### config.mk
export PLATFORM = sky130hd
export DESIGN_NAME = fft_ctrl
export DESIGN_NICKNAME = d
export VERILOG_FILES = /design/src/rtl/fft_ctrl.sv
export SDC_FILE = /design/constraint.sdc
export NUM_CORES = 1
export LEC_CHECK = 0
export CAP_MARGIN = 40
export CORE_AREA = 2 2 132 166
export CTS_CLUSTER_SIZE = 40
export DETAILED_ROUTE_END_ITERATION = 10
export DIE_AREA = 0 0 134 168
export SYNTH_ARGS = -nofsm -noshare
export SYNTH_HDL_FRONTEND = slang
export SYNTH_SLANG_ARGS = --single-unit
### constraint.sdc
create_clock -name clk -period 6 [get_ports clk]
set_clock_uncertainty 0.15 [all_clocks]
set_input_delay 1.2 -clock clk [delete_from_list [all_inputs] [get_ports clk]]
set_output_delay 1.2 -clock clk [all_outputs]
set_load 0.005 [all_outputs]
### src/rtl/fft_ctrl.sv
// In-place radix-2 DIT FFT sequencer: walks LOGN stages of N/2 butterflies, issuing
// read addresses and twiddle index each cycle and returning write-back addresses PIPE cycles later.
module fft_ctrl #(
    parameter int unsigned LOGN = 10,
    parameter int unsigned PIPE = 2
) (
    input  logic                      clk,
    input  logic                      rst_n,
    input  logic                      start,
    input  logic                      abort,
    output logic                      busy,
    output logic                      done,
    output logic [$clog2(LOGN)-1:0]   stage,
    output logic                      rd_en,
    output logic [LOGN-1:0]           addr_a,
    output logic [LOGN-1:0]           addr_b,
    output logic [LOGN-2:0]           tw_idx,
    output logic                      wr_en,
    output logic [LOGN-1:0]           wr_addr_a,
    output logic [LOGN-1:0]           wr_addr_b
);

    localparam int unsigned SW = $clog2(LOGN);
    localparam int unsigned KW = LOGN - 1;
    localparam int unsigned EW = 2 * LOGN + 1;

    typedef enum logic [1:0] {IDLE, RUN, DRAIN, DONE} state_t;

    state_t          state;
    logic [KW-1:0]   k;
    logic [2:0]      dcnt;
    logic [EW-1:0]   pipe [PIPE];

    always_comb begin
        logic [LOGN-1:0] kx;
        logic [LOGN-1:0] half;
        logic [LOGN-1:0] j;
        logic [LOGN-1:0] g;
        logic [LOGN-1:0] a;
        addr_a = '0;
        addr_b = '0;
        tw_idx = '0;
        kx     = LOGN'(k);
        half   = LOGN'(1) << stage;
        j      = kx & (half - 1'b1);
        g      = kx >> stage;
        a      = (g << (int'(stage) + 1)) | j;
        if (state == RUN) begin
            addr_a = a;
            addr_b = a + half;
            tw_idx = KW'(j << (LOGN - 1 - int'(stage)));
        end
    end

    assign wr_en     = pipe[PIPE-1][EW-1];
    assign wr_addr_a = pipe[PIPE-1][2*LOGN-1:LOGN];
    assign wr_addr_b = pipe[PIPE-1][LOGN-1:0];

    always_ff @(posedge clk or negedge rst_n) begin
        if (!rst_n) begin
            state <= IDLE;
            stage <= '0;
            k     <= '0;
            dcnt  <= '0;
            busy  <= 1'b0;
            done  <= 1'b0;
            rd_en <= 1'b0;
            for (int unsigned i = 0; i < PIPE; i++) pipe[i] <= '0;
        end else if (abort) begin
            state <= IDLE;
            stage <= '0;
            k     <= '0;
            dcnt  <= '0;
            busy  <= 1'b0;
            done  <= 1'b0;
            rd_en <= 1'b0;
            for (int unsigned i = 0; i < PIPE; i++) pipe[i] <= '0;
        end else begin
            done    <= 1'b0;
            pipe[0] <= {rd_en, addr_a, addr_b};
            for (int unsigned i = 1; i < PIPE; i++) pipe[i] <= pipe[i-1];
            case (state)
                IDLE, DONE: begin
                    if (start) begin
                        state <= RUN;
                        stage <= '0;
                        k     <= '0;
                        busy  <= 1'b1;
                        rd_en <= 1'b1;
                    end else begin
                        state <= IDLE;
                    end
                end
                RUN: begin
                    if (k == '1) begin
                        state <= DRAIN;
                        k     <= '0;
                        dcnt  <= 3'(PIPE - 1);
                        rd_en <= 1'b0;
                    end else begin
                        k <= k + 1'b1;
                    end
                end
                DRAIN: begin
                    // Next stage starts only after the last write of this one has landed.
                    if (dcnt == '0) begin
                        if (stage != SW'(LOGN - 1)) begin
                            stage <= stage + 1'b1;
                            state <= RUN;
                            rd_en <= 1'b1;
                        end else begin
                            state <= DONE;
                            busy  <= 1'b0;
                            done  <= 1'b1;
                        end
                    end else begin
                        dcnt <= dcnt - 1'b1;
                    end
                end
                default: state <= IDLE;
            endcase
        end
    end

endmodule

== Word level (Yosys, flattened, before mapping) ==
Index checks and enable logic that the tools add are counted.
Storage, ports and cells
  register bits after elaboration: 63
  output and inout bits: 57
  logic and storage cells: 82
Operators by class
  add/subtract/negate cells: 7
  equality and inequality tests: 11
  shift operators: 4
  multiplexer cells: 37
  bitwise logic cells: 2
  reduce and logical (&&, ||, !) cells: 12
Operators with widths (number)
  $mux W42: 1
  $mux W9: 4
  $shl A10 B32 Y9: 1
  $mux W10: 2
  $pmux W9 S2: 1
  $mux W4: 4
  $ne A3 B3 Y1 const B: 5
  $mux W1: 13
  $reduce_and A4 Y1: 3
  $add A10 B10 Y10: 1
  $and A9 B10 Y10: 1
  $or A10 B10 Y10: 1
  $shl A1 B4 Y10 const A: 1
  $shl A10 B5 Y10: 1
  $shr A9 B4 Y10: 1
  $sub A10 B1 Y10 const B: 1
  $add A9 B1 Y9 const B: 1
  $eq A9 B9 Y1 const B: 1
  $mux W3: 3
  $reduce_bool A3 Y1: 3
  $mux W2: 4
  $pmux W4 S2: 1
  $pmux W2 S3: 1
  $pmux W3 S2: 1
  other kinds (15): 17

== Depth between registers and ports, before layout ==
Gate-level depths: netlist (run 1).
  depth in word-level cells: 7
  depth in mapped cells: 20
  gate-level depth less buffers: 16

== Least setup slack after synthesis (run 1) ==
No wires, ideal clock.
  kind: reg-to-output
  start: reg stage[0]
  end: out addr_b[9]
  arrival: 3.773 ns
  required time: 4.650 ns
  path slack: 0.877 ns
  cell stages (with the launch flop): 20
  buffers on the path: 4
  path through: dfrtp_1 -> buf_6 -> buf_2 -> inv_1 -> buf_2 -> ha_1 -> buf_2 -> clkinv_1 -> nand2_1 -> o32ai_2 -> a21oi_1 -> inv_1 -> ha_1 -> a21o_1 -> a21oi_1 -> o21ai_0 -> a41o_1 -> a31oi_1 -> xnor2_1 -> nor2b_1
Between the ends
  cells in the longest elaborated chain, start to end: 6
Ends and longest elaborated chain
  start: declaration: RTL line 13  | output logic [$clog2(LOGN)-1:0] stage,
  start signal: assignment: RTL line 108  | stage <= stage + 1'b1;
  $shl A1 B4 Y10: RTL line 44  | half = LOGN'(1) << stage;
  $sub A10 B1 Y10: RTL line 45  | j = kx & (half - 1'b1);
  $and A9 B10 Y10: RTL line 45
  $or A10 B10 Y10: RTL line 47  | a = (g << (int'(stage) + 1)) | j;
  $add A10 B10 Y10 (*): RTL line 50  | addr_b = a + half;
  $mux W10 (*): RTL line 48  | if (state == RUN) begin
  end: declaration: RTL line 16  | output logic [LOGN-1:0] addr_b,
Mark *: on every way between the ends. The rest lies on a longest branch, timed or not.

== Worst setup path after layout (run 1) ==
  start: reg stage[1]
  end: out addr_b[9]
The elaborated chain is that of the path after synthesis.

==> metrics.md, run 1 <==
| Metric | Value |
|---|---|
| Antenna Nets Post-Route | 0 |
| End of the critical path | addr_b[9] |
| Dpl hpwl | 10100 um |
| Fin nets | 632 |
| Vias in the first global route | 4012 |
| Initial antenna violation count | 0 |
| H-tree depth | 3 |
| Sequential area share after synthesis | 33.1% |
| Number of synthesized flops with an enable pin | 0 |
| Post-synth top area share | 33.1% |
| Share of synthesized area spent on multiplexers | 4.44% |
| Setup TNS | 0 ns |
| Grt ovf | 0 |
| Met2 Wirelength | 6810 um |
| Non-filler instance count after layout | 886 |
| CP endpoint kind | output port |
| Max Freq | 173 MHz |
| YS warnings | 0 |
| Share of layout cells above drive strength 1 | 11.2% |
| Worst path max stage delay | 0.52 ns |
| N_diodes | 0 |
| Fin crit period | 5.77 ns |
| Routed len/inst | 14.9 um |
| Core area | 21100 um2 |
| Die extent in y | 168 um |
| Sink Count | 63 |
| GRT Util Overall | 11.9% |
| R2R Setup Slk | 2.12 ns |
| Row count | 60 |
| Netlist cell types | 72 |
| Adder-cell share of the synthesized area | 6.99% |
| Number of DRC markers in iteration 0 | 224 |
| Port bufs | 60 |
| Max-Cap Viols | 0 |
| Worst-case vdd ir drop | 0.000105 V |
| Req. time, crit path | 4.65 ns |
| Syn Area/Cell | 8.57 um2 |
| Area leader, netlist | dfrtp_1 |
| Final setup fails | 0 |
| Share of flip-flops with an asynchronous set or reset | 100% |
| Area grow syn2layout | 23.7% |
| Outcome | finished clean |
| P_leak | 0.00252 uW |
| Synth area leaders | dfrtp_1 33%, nor2b_1 7.6%, ha_1 6.6%, o21ai_0 4.3%, buf_4 3.3% |
| Flop and latch count out of synthesis | 63 |
| Pin count of the biggest net entering global routing | 64 |
| Initial Util | 22.6% |
| Core Util, Final | 27.9% |
| Crit Reg-Reg Endpoint | pipe[30] |
| Clock latency on the worst-skew pair | 0.33 ns |
| Syn Nets | 586 |
| RSZ-0062 raised after global routing | no |
| Prevailing post-synth register cell | dfrtp_1 |
| CTS tree | built |
| Met3 WL post-DR | 567 um |
| R2r startpoint | stage[1] |
| Crit path DAT | 4.42 ns |
| Commonest cells in the netlist | 63 x dfrtp_1, 58 x nor2b_1, 41 x o21ai_0, 39 x nand2_1, 30 x nor2_1 |
| Die area | 22500 um2 |
| Detailed-route DRC error count | 0 |
| Startpoint Class | flop |
| Vias | 4146 |
| Post-Synthesis Cells | 556 |
| Power Density | 196 nW/um2 |
| WL final | 13200 um |
| Vias/cell | 4.68 |
| Worst Tran Pin Value | 0.817 ns |
| Dpl cells | 868 |
| Die span in x | 134 um |
| First-pass GRT wire length | 21300 um |
| Worst min path class | reg2reg |
| Endpoints failing hold | 0 |
| Hold Slack | 0.306 ns |
| Cell Chain, Critical Path | buf_6, mux2_1, a222oi_1, o32ai_2, a21oi_2, inv_1, ha_1, a21o_1, a21oi_1, o21ai_0, a41o_1, a31oi_1, xnor2_1, nor2b_1, clkdlybuf4s50_1 |
| First-pass detailed-route iteration total | 5 |
| Simple-gate portion of the synthesized area | 24.6% |
| Clk buf depth | 2 |
| Crit. Startpoint | stage[1] |
| Mapped Area | 4760 um2 |
| Critical-path top delay cell | a222oi_1 |
| Flip-flop and latch area | 1580 um2 |
| CP Class | reg2out |
| Rel. slew slack | 45.5% |
| Ports | 61 |
| Layout fillers | 2242 |
| Final slew viol count | 0 |
| Final Power | 1160 uW |
| Wl on met1 | 5290 um |
| DR top layer | met4 |
| Worst R2R Path Depth | 14 |
| Count leader, synth | dfrtp_1 |
| Register clock-pin slew on the reported worst setup and hold paths | 0.05 ns |
| CTS buffer count | 9 |
| Crit share post-route | 96.2% |
| Max FO, Critical Path | 22 |
| Largest family of logic cells by synthesized area | simple AND/OR/NAND/NOR gates |
| Multi-input gate area | 2780 um2 |
| Post-Synth XOR/XNOR Area | 1.65% |
| Compound-Gate Fraction of Synth Area | 20.1% |
| GPL Wtd Cong | 0.978 |
| Root buffer cell | clkbuf_16 |
==> state kept, by name, indices dropped and copies added (netlist names) <==
signal / flops
pipe: 21
wr_addr_a: 10
wr_addr_b: 10
k: 9
stage: 4
dcnt: 3
state: 2
busy: 1
done: 1
rd_en: 1
wr_en: 1
==> critical path: cells and delay by family, from the launching register on <==
kind                       cells  cell delay (ns)
AOI/OAI and AO/OA              8             2.07
buffers and inverters          3             0.82
DFF                            1             0.35
muxes                          1             0.35
adders and majority gates      1             0.27
and+or+nand+nor                1             0.12
xor gates and xnor gates       1             0.11
==> worst min path at each step <==
stage / from / to / slack, ns / cells after the start
after floorplan: pipe[31] / wr_addr_a[0] / 0.29 / 1
after global placement: pipe[22] / wr_addr_b[1] / 0.29 / 1
after detailed placement: pipe[41] / wr_en / 0.30 / 1
after CTS: pipe[32] / wr_addr_a[1] / 0.31 / 1
after global routing: pipe[26] / wr_addr_b[5] / 0.33 / 1
final: pipe[26] / wr_addr_b[5] / 0.31 / 1
==> cell families (layout without fill, tap and decap cells) <==
kind of cell	Yosys count	after routing
mux	17	17
xor+xnor	9	9
fa+ha+maj	26	26
simple gates	216	216
buf+inv	81	132
compound gates	144	144
flops	63	63
==> cell usage in the layout (no fill, tap or decap), types with 20 or more instances in the layout <==
cell type	count
buf_4	32
ha_1	25
inv_1	22
nand2_1	39
and2_1	20
a21oi_1	25
clkdlybuf4s50_1	59
dfrtp_1	61
nor2b_1	58
nor2_1	30
o21ai_0	38
==> through the flow <==
| stage | instance area [um2] | worst slack [ns] |
|---|---|---|
| final | 5890 | 0.227 |
| after global routing | 5890 | 0.00689 |
| after CTS | 5860 | 0.0232 |
| after detailed placement | 5590 | 0.291 |
| after global placement | 5590 | 0.355 |
| after floorplan | 4760 | 0.877 |
==> layout make-up <==
class / count / area share [%]
multi-input combinational: 412 / 47.1
sequential: 63 / 26.8
timing repair buffer: 93 / 14.4
tap: 279 / 5.92
clock buffer: 11 / 3.95
inverter: 23 / 1.46
clock inverter: 5 / 0.425
==> per-layer routing <==
layer  vias up  track usage, %
met2       120            21.0
li1       2027               -
met1      1970            13.5
met3        29            1.78
met5         -               0
met4         0            6.66
==> power by group <==
group | switching, uW | internal (uW)
Clock | 175 | 275
Combinational | 149 | 100
Sequential | 13.6 | 443
==> what timing repair did <==
item                       4_1_cts  5_1_grt
setup buffers                    0        2
setup endpoints to repair        1        5
hold buffers                     0        0
resized for setup                2       10
Note: power is estimated with default switching activity, not from simulation.
==> run 2, diff against run 1 <==
Settings changed: CORE_AREA 2 2 132 166 to 2 2 85 108, DIE_AREA 0 0 134 168 to 0 0 87 110, PLACE_DENSITY set to 0.8.
==> run 2 against run 1 <==
  * Register-to-register slack better by 0.02 ns
  * Flip-flop and latch count unchanged
  * Sequential share of layout area grew 1.0 points
  * Critical path depth is 1 higher
  * Largest cell class unchanged
==> metrics.md, run 2 (synthesis gave the netlist of run 1 again) <==
| Metric | Value |
|---|---|
| Outcome | finished clean |
| Most common cell after layout, fill and taps aside | clkdlybuf4s50_1 |
| Antenna Nets Post-Route | 0 |
| P_leak | 0.00251 uW |
| Final Power | 1090 uW |
| Worst Tran Pin Value | 0.782 ns |
| Max Freq | 173 MHz |
| Worst-case vdd ir drop | 0.000154 V |
| Crit share post-route | 96.2% |
| Startpoint Class | flop |
| Max FO, Critical Path | 9 |
| Max-Cap Viols | 0 |
| Cell Chain, Critical Path | buf_4, or2_2, o311ai_2, nand3_1, o21ai_1, ha_1, inv_1, fa_1, nor2b_1, o21ai_1, a21oi_1, o21ai_0, a21oi_1, xor2_1, and2_1, clkdlybuf4s50_1 |
| Largest register FFs | 21 |
| Dpl hpwl | 10400 um |
| Routed len/inst | 19.5 um |
| Fin nets | 638 |
| Register bank with the most flops | pipe |
| Clock latency on the worst-skew pair | 0.34 ns |
| Critical-path top delay cell | clkdlybuf4s50_1 |
| Clk buf depth | 2 |
| First-pass GRT wire length | 21300 um |
| Sink Count | 63 |
| CP endpoint kind | output port |
| GPL Wtd Cong | 1.01 |
| Crit path DAT | 4.42 ns |
| N_diodes | 0 |
| Worst R2R Path Depth | 15 |
| R2r startpoint | stage[2] |
| Die span in x | 87 um |
| H-tree depth | 3 |
| Power Density | 192 nW/um2 |
| Ports | 61 |
| WL final | 13900 um |
| Hold endpoint | wr_addr_a[5] |
| Crit Reg-Reg Endpoint | pipe[29] |
| Number of DRC markers in iteration 0 | 285 |
| Share of layout cells above drive strength 1 | 13.6% |
| R2R Setup Slk | 2.14 ns |
| Register clock-pin slew on the reported worst setup and hold paths | 0.08 ns |
| Most frequent cells in the layout | 59 x clkdlybuf4s50_1, 58 x dfrtp_1, 57 x nor2b_1, 39 x nand2_1, 39 x o21ai_0 |
| Switching Power | 335 uW |
| Core area | 8510 um2 |
| First-pass detailed-route iteration total | 5 |
| CTS tree | built |
| Worst path max stage delay | 0.49 ns |
| Req. time, crit path | 4.65 ns |
| Pin count of the biggest net entering global routing | 64 |
| Setup TNS | 0 ns |
| Port bufs | 60 |
| Flop pwr share | 41.6% |
| CTS buffer count | 9 |
| Comb power frac | 24.2% |
| Root buffer cell | clkbuf_8 |
| Hold Crit Start | pipe[36] |
| Final setup fails | 0 |
| CTS Hold Bufs | 0 |
| GRT Util Overall | 28.9% |
| Final slew viol count | 0 |
| Grt ovf | 0 |
| Area grow syn2layout | 19.5% |
| Fin crit period | 5.77 ns |
| Vias in the first global route | 4073 |
| CP Class | reg2out |
| Clk pwr share | 34.2% |
| Worst min path class | reg2reg |
| Vias | 4412 |
| Hold Path Stages | 1 |
| Int Power | 760 uW |
| Row count | 38 |
| Rel. slew slack | 47.9% |
| Vias/cell | 6.20 |
| Detailed-route DRC error count | 0 |
| RSZ-0062 raised after global routing | no |
| Initial antenna violation count | 1 |
| Endpoints failing hold | 0 |
| Die extent in y | 110 um |
| Die area | 9570 um2 |
| Switching Share | 30.6% |
| Initial Util | 56.0% |
[run 2: changes by cell type in the layout (fill, tap and decap cells not counted), moves of 3 or more]
cell,change
clkbuf_8,+11
clkbuf_16,-9
buf_4,+5
clkinv_2,-4
dfrtp_1,-3
dfrtp_2,+3
[run 2: what timing repair did]
| item | in CTS | in global routing |
|---|---|---|
| gates resized for setup | 1 | 21 |
| setup endpoints to repair | 3 | 4 |
| hold endpoints to repair | 0 | 0 |
| pin swaps | 1 | 2 |
| buffers inserted | 1 | 7 |
[run 2: layer usage]
layer	routed length, um	vias to the layer above	GRT usage (%)
met4	558	0	13.4
met3	962	48	5.29
met5	0	-	0
met1	5560	2093	35.8
li1	-	2042	-
met2	6830	229	48.5
[run 2: worst max path at each step]
stage / cells after the start / slack, ns / endpoint / start
2_1_floorplan: 19 / 0.88 / addr_b[9] / stage[0]
3_3_place_gp: 15 / 0.24 / addr_b[9] / stage[1]
3_5_place_dp: 15 / 0.20 / addr_b[9] / stage[1]
4_1_cts: 15 / 0.004 / addr_b[9] / stage[0]
5_1_grt: 15 / 0.002 / addr_b[9] / k[8]
6_report: 16 / 0.23 / addr_b[8] / stage[2]
[run 2: final cells by class]
class                           instances  area [um2]
Fill cell                             678        2820
Clock inverter                          3        42.5
Inverter                               23        86.3
Multi-Input combinational cell        412        2810
Sequential cell                        63        1580
Clock buffer                           12         155
Timing Repair Buffer                   99         893
Tap cell                              100         125
[run 2: worst max-delay path: cells and delay by family, from the launching register on]
family | cells | cell delay [ns]
compound gates | 6 | 1.20
simple gates | 4 | 0.86
buf+inv | 3 | 0.77
fa+ha+maj | 2 | 0.58
flops | 1 | 0.47
xor+xnor | 1 | 0.20
[run 2: through the flow]
| stage | cell area, um2 | worst slack (ns) | cells | hold slack [ns] | util (%) |
|---|---|---|---|---|---|
| floorplan | 4760 | 0.877 | 556 | 0.289 | - |
| detailed placement | 5370 | 0.204 | 689 | 0.299 | 63.1 |
| CTS | 5580 | 0.00445 | 705 | 0.314 | 65.6 |
| global route | 5690 | 0.00220 | 712 | 0.319 | 66.9 |
| finish | 5690 | 0.229 | 712 | 0.307 | 66.9 |
| global placement | 5370 | 0.241 | 689 | 0.290 | 63.1 |
[run 2: power by group through the flow]
| stage | Clock (uW) | Sequential, uW | Combinational, uW |
|---|---|---|---|
| 6_report | 374 | 455 | 265 |
| 5_1_grt | 397 | 457 | 293 |
| 4_1_cts | 384 | 456 | 253 |
| 3_5_place_dp | 0 | 464 | 248 |
| 3_3_place_gp | 0 | 463 | 244 |
| 2_1_floorplan | 0 | 461 | 161 |
